### config.mk
export PLATFORM = sky130hd
export DESIGN_NAME = cache_req_arbiter
export DESIGN_NICKNAME = d
export VERILOG_FILES = /design/src/rtl/cache_req_arbiter.sv
export SDC_FILE = /design/constraint.sdc
export NUM_CORES = 1
export LEC_CHECK = 0
export ABC_AREA = 1
export CORE_AREA = 5 5 181 183
export CTS_CLUSTER_DIAMETER = 80
export DETAILED_ROUTE_END_ITERATION = 6
export DIE_AREA = 0 0 186 188
export PLACE_DENSITY = 0.53
export SLEW_MARGIN = 20
export SYNTH_ARGS = -nofsm -noshare
export SYNTH_HDL_FRONTEND = slang
export SYNTH_SLANG_ARGS = --single-unit
### constraint.sdc
create_clock -name clk_i -period 7.2 [get_ports clk_i]
set_input_delay 0.72 -clock clk_i [delete_from_list [all_inputs] [get_ports clk_i]]
set_output_delay 0.72 -clock clk_i [all_outputs]
set_load 0.005 [all_outputs]
### src/rtl/cache_req_arbiter.sv
// Round-robin arbiter that shares one cache request port among NUM_REQ requesters.
// The granted request sits in a one-entry holding stage. Each grant's source ID
// goes into an in-order tag FIFO, which routes the in-order cache responses back
// to the requester that issued them.
module cache_req_arbiter #(
  parameter int unsigned NUM_REQ  = 4,
  parameter int unsigned DW       = 64,
  parameter int unsigned RW       = 64,
  parameter int unsigned MAX_OUTS = 4,
  parameter int unsigned SW       = (NUM_REQ > 1) ? $clog2(NUM_REQ) : 1,
  parameter int unsigned CW       = $clog2(MAX_OUTS + 1)
) (
  input  logic                  clk_i,
  input  logic                  rstn_i,
  input  logic [NUM_REQ-1:0]    req_valid_i,
  input  logic [NUM_REQ*DW-1:0] req_data_i,
  output logic [NUM_REQ-1:0]    req_allowIn_o,
  output logic                  cache_req_valid_o,
  input  logic                  cache_req_allowIn_i,
  output logic [DW-1:0]         cache_req_o,
  output logic [SW-1:0]         cache_req_src_o,
  input  logic                  cache_resp_valid_i,
  input  logic [RW-1:0]         cache_resp_i,
  output logic [NUM_REQ-1:0]    resp_valid_o,
  output logic [RW-1:0]         resp_data_o,
  output logic [CW-1:0]         outs_cnt_o,
  output logic                  err_o
);

  localparam int unsigned PW = (MAX_OUTS > 1) ? $clog2(MAX_OUTS) : 1;

  logic [SW-1:0] rr_ptr_q, rr_ptr_d;
  logic          hold_valid_q;
  logic [DW-1:0] hold_data_q;
  logic [SW-1:0] hold_src_q;
  logic [SW-1:0] tag_mem_q [MAX_OUTS];
  logic [PW-1:0] wr_ptr_q, rd_ptr_q;
  logic [CW-1:0] outs_cnt_q;
  logic          err_q;

  logic          fifo_full, pop, can_grant, grant;
  logic          arb_found;
  logic [SW-1:0] arb_winner;
  logic [SW:0]   arb_sum;

  assign fifo_full = (outs_cnt_q == CW'(MAX_OUTS));
  assign pop       = cache_resp_valid_i & (outs_cnt_q != '0);
  // A response pop frees a FIFO slot in the same cycle, so a full FIFO can still accept.
  assign can_grant = (~hold_valid_q | cache_req_allowIn_i) & (~fifo_full | pop);
  // Gated by reset so the grant strobe reads zero while reset is held.
  assign grant     = arb_found & can_grant & rstn_i;

  // Round-robin search from rr_ptr upward with wrap; first valid requester wins.
  always_comb begin
    arb_found  = 1'b0;
    arb_winner = '0;
    arb_sum    = '0;
    for (int unsigned k = 0; k < NUM_REQ; k++) begin
      arb_sum = {1'b0, rr_ptr_q} + (SW+1)'(k);
      if (arb_sum >= (SW+1)'(NUM_REQ)) begin
        arb_sum = arb_sum - (SW+1)'(NUM_REQ);
      end
      if (!arb_found && req_valid_i[arb_sum[SW-1:0]]) begin
        arb_found  = 1'b1;
        arb_winner = arb_sum[SW-1:0];
      end
    end
  end

  // One-hot grant strobe and pointer advance past the winner.
  always_comb begin
    req_allowIn_o = '0;
    rr_ptr_d      = rr_ptr_q;
    if (grant) begin
      req_allowIn_o[arb_winner] = 1'b1;
      rr_ptr_d = (arb_winner == SW'(NUM_REQ - 1)) ? '0 : arb_winner + SW'(1);
    end
  end

  // Response routing: strobe the requester recorded at the FIFO head.
  always_comb begin
    resp_valid_o = '0;
    if (pop) begin
      resp_valid_o[tag_mem_q[rd_ptr_q]] = 1'b1;
    end
  end

  // Arbitration pointer and holding stage.
  always_ff @(posedge clk_i or negedge rstn_i) begin
    if (!rstn_i) begin
      rr_ptr_q     <= '0;
      hold_valid_q <= 1'b0;
      hold_data_q  <= '0;
      hold_src_q   <= '0;
    end else begin
      rr_ptr_q <= rr_ptr_d;
      if (grant) begin
        hold_valid_q <= 1'b1;
        hold_data_q  <= req_data_i[arb_winner*DW +: DW];
        hold_src_q   <= arb_winner;
      end else if (hold_valid_q && cache_req_allowIn_i) begin
        hold_valid_q <= 1'b0;
      end
    end
  end

  // Tag FIFO: circular buffer with explicit wrap so depth need not be a power of two.
  always_ff @(posedge clk_i or negedge rstn_i) begin
    if (!rstn_i) begin
      for (int unsigned i = 0; i < MAX_OUTS; i++) begin
        tag_mem_q[i] <= '0;
      end
      wr_ptr_q   <= '0;
      rd_ptr_q   <= '0;
      outs_cnt_q <= '0;
    end else begin
      if (grant) begin
        tag_mem_q[wr_ptr_q] <= arb_winner;
        wr_ptr_q <= (wr_ptr_q == PW'(MAX_OUTS - 1)) ? '0 : wr_ptr_q + PW'(1);
      end
      if (pop) begin
        rd_ptr_q <= (rd_ptr_q == PW'(MAX_OUTS - 1)) ? '0 : rd_ptr_q + PW'(1);
      end
      if (grant && !pop) begin
        outs_cnt_q <= outs_cnt_q + CW'(1);
      end else if (pop && !grant) begin
        outs_cnt_q <= outs_cnt_q - CW'(1);
      end
    end
  end

  // Sticky error: a response arrived with nothing outstanding.
  always_ff @(posedge clk_i or negedge rstn_i) begin
    if (!rstn_i) begin
      err_q <= 1'b0;
    end else if (cache_resp_valid_i && outs_cnt_q == '0) begin
      err_q <= 1'b1;
    end
  end

  assign cache_req_valid_o = hold_valid_q;
  assign cache_req_o       = hold_data_q;
  assign cache_req_src_o   = hold_src_q;
  assign resp_data_o       = cache_resp_i;
  assign outs_cnt_o        = outs_cnt_q;
  assign err_o             = err_q;

endmodule

==> flow_summary_export.csv <==
group,metric,value,unit
worst_setup_path,cp-end-kind,"output pin",
die,rows,65,
timing,slew_headroom,0.374,
clocking,holdBufCountCts,0,
power,ir_worst_vdd,193,uV
place,placed_area,10400,um^2
drt,wl_per_cell,16.4,um
finish,area_growth,48.8,%
clocking,htree_levels,3,
worst_setup_path,worstPathRequired,6.48,ns
worst_setup_path,rr_worst_depth,13,
clocking,insertion_delay,0.35,ns
finish,layout-drive-gt1-share,0.0392,
worst_setup_path,worst-path-max-fanout,65,
synth,postSynthCellCount,1189,
grt,grt_overflow,0,
clocking,cts_buffer_depth,2,
timing,worst_pin_slew,0.936,ns
synth,yosysUniqueCellTypes,31,
worst_setup_path,crit_arrival,4.61,ns
finish,stdcell_count,1829,
place,place.gp.congestion,0.830,
drt,ant_nets,0,
finish,fin_nets,1761,
synth,yosys.area.top_type_share,0.297,
run,maxCapViolCount,0,
synth,netlist_area,7160,um^2
timing,fin_crit,5.33,ns
grt,first_global_vias,7954,
die,core_area,31100,um^2
clocking,cts_buffers,9,
synth,ys_ff_latch,85,
synth,syn_nets,1528,
synth,ys_warn_count,0,
clocking,cts_tree,"built",
synth,seq_area_frac_synth,0.297,
synth,yosysTopAreaCell,"dfrtp_1",
finish,num_antenna_cells,0,
die,die_area,35000,um^2
synth,synth_area_per_cell,6.03,um^2
drt,wirelength,30.0,mm
worst_setup_path,crit_type,"in -> out",
run_status,outcome,"completed",
die,initial_utilization,0.231,
drt,drt_iter0_drc,300,
grt,grt_max_degree,86,
timing,period_share,0.740,
power,power.leakage,5.41,nW
clocking,cts_root_buffer,"clkbuf_16",
timing,fin_skew,0.0116,ns
clocking,clock-sinks,85,
grt,grtUsageTotal,0.168,
place,io_buffers,342,
clocking,postCtsSetupBuffers,0,
place,dp.cells,1813,
die,die_y,188,um
grt,grt_pass1_wl,45.6,mm
finish,n_fill_cell,3462,
die,die_x,186,um
timing,setup_viol,0,
drt,drtPass1Iterations,5,
finish,post-route-cell-area,10700,um^2
drt,viasPerCell,4.29,
drt,vias,7850,
power,power.density,449,nW/um^2
min_path,hold_class,"in -> async",
timing,drv_slew,0,
synth,ys_top_cells_by_area,"dfrtp_1 30%, nand2_1 27%, buf_4 7.6%",
grt,antenna_found_initial,1,
timing,tns,0,ns
worst_setup_path,start_kind,"primary input",
timing,finalHoldViolations,0,
timing,grt_setup_unrepaired,"no",
clocking,path_clk_slew,0.08,ns
timing,fmax,188,MHz
clocking,ctsResizeCount,0,
die,ios,471,
place,dp_hpwl,21.8,mm
drt,drc,0,
where the power goes:
group / switching, mW / internal (mW) / leakage (nW)
Sequential: 0.151 / 0.728 / 0.970
Combinational: 2.13 / 1.29 / 4.30
Clock: 0.243 / 0.244 / 0.141
Total: 2.52 / 2.26 / 5.41
layout by cell type, fill, tap and decap left out, types with 3 or more instances in the layout:
cell type	n
inv_1	135
a21oi_1	3
nand3_1	18
buf_4	7
nand2_2	5
inv_2	4
or2_0	14
o21ai_0	19
dfrtp_1	85
nand2_1	519
ha_1	10
clkbuf_16	9
inv_6	3
nand3_4	3
or2_1	31
nor2_1	127
clkdlybuf4s50_1	341
nand4_1	64
or2_2	12
flip-flops by register name (all words and copies together) (netlist names):
name               flops
cache_req_o           64
tag_mem_q              8
outs_cnt_o             3
cache_req_src_o        2
rd_ptr_q               2
rr_ptr_q               2
wr_ptr_q               2
cache_req_valid_o      1
err_o                  1
through the flow:
stage                     utilization  hold slack, ns  total power [mW]  worst slack (ns)
after floorplan                     -           0.424              3.12              4.48
after global placement          0.333           0.455              4.35              1.78
after detailed placement        0.334           0.461              4.39              1.77
after CTS                       0.343           0.377              4.91              1.76
after global routing            0.343           0.406              5.35              1.50
final                           0.343           0.351              4.78              1.87
cells in the mapped netlist, drive strengths merged:
cell type / instances
xnor2: 1
nand2: 525
dfrtp: 85
or2: 57
clkbuf: 7
nor2: 129
nand4: 64
a32oi: 1
fa: 1
mux2: 1
ha: 10
nand3: 21
a21oi: 4
inv: 141
a31oi: 1
a31o: 1
xor2: 1
buf: 120
o21ai: 19
metal layers:
layer,up-vias,wire length [um],global-route usage
met3,52,2120,0.0417
met4,2,963,0.0633
met1,3547,11700,0.190
met5,-,7,0
met2,278,15200,0.303
li1,3971,-,-
final timing paths:
check / startpoint / to / slack [ns]
setup / recovery: req_valid_i[3] / req_allowIn_o[3] / 1.87
hold reg to reg: err_o / err_o / 0.47
hold / removal: rstn_i / cache_req_o[31] / 0.35
min in group clk_i: err_o / err_o / 0.47
max in group asynchronous: rstn_i / wr_ptr_q[0] / 5.73
setup reg to reg: rr_ptr_q[0] / cache_req_o[50] / 2.89
cell families (layout without fill, tap and decap cells):
logic type / Yosys count / in the layout / synth area share
adders and majority gates: 11 / 11 / 0.0203
AOI/OAI and AO/OA: 26 / 26 / 0.0194
buffers and inverters: 268 / 506 / 0.189
and+or+nand+nor: 796 / 796 / 0.470
DFF: 85 / 85 / 0.297
muxes: 1 / 1 / 0.00157
xor gates and xnor gates: 2 / 2 / 0.00245
critical path, stage by stage:
cell and delay [ns]:
clkdlybuf4s50_1 0.48, inv_1 0.06, nand2_1 0.08, nand3_1 0.11, nand2_1 0.15, inv_1 0.10
nand3_4 0.62, nand3_4 0.64, inv_2 0.71, ha_1 0.25, inv_1 0.05, nor2_1 0.09
clkdlybuf4s50_1 0.52
cell type report:
| class | count | area [um^2] | share of cell area |
|---|---|---|---|
| Multi-Input combinational cell | 836 | 3710 | 0.348 |
| Tap cell | 402 | 503 | 0.0472 |
| Sequential cell | 85 | 2130 | 0.200 |
| Inverter | 141 | 534 | 0.0501 |
| Clock inverter | 7 | 65.1 | 0.00610 |
| Clock buffer | 9 | 225 | 0.0211 |
| Timing Repair Buffer | 349 | 3490 | 0.328 |
No activity file was read; power rests on OpenSTA's default activity.
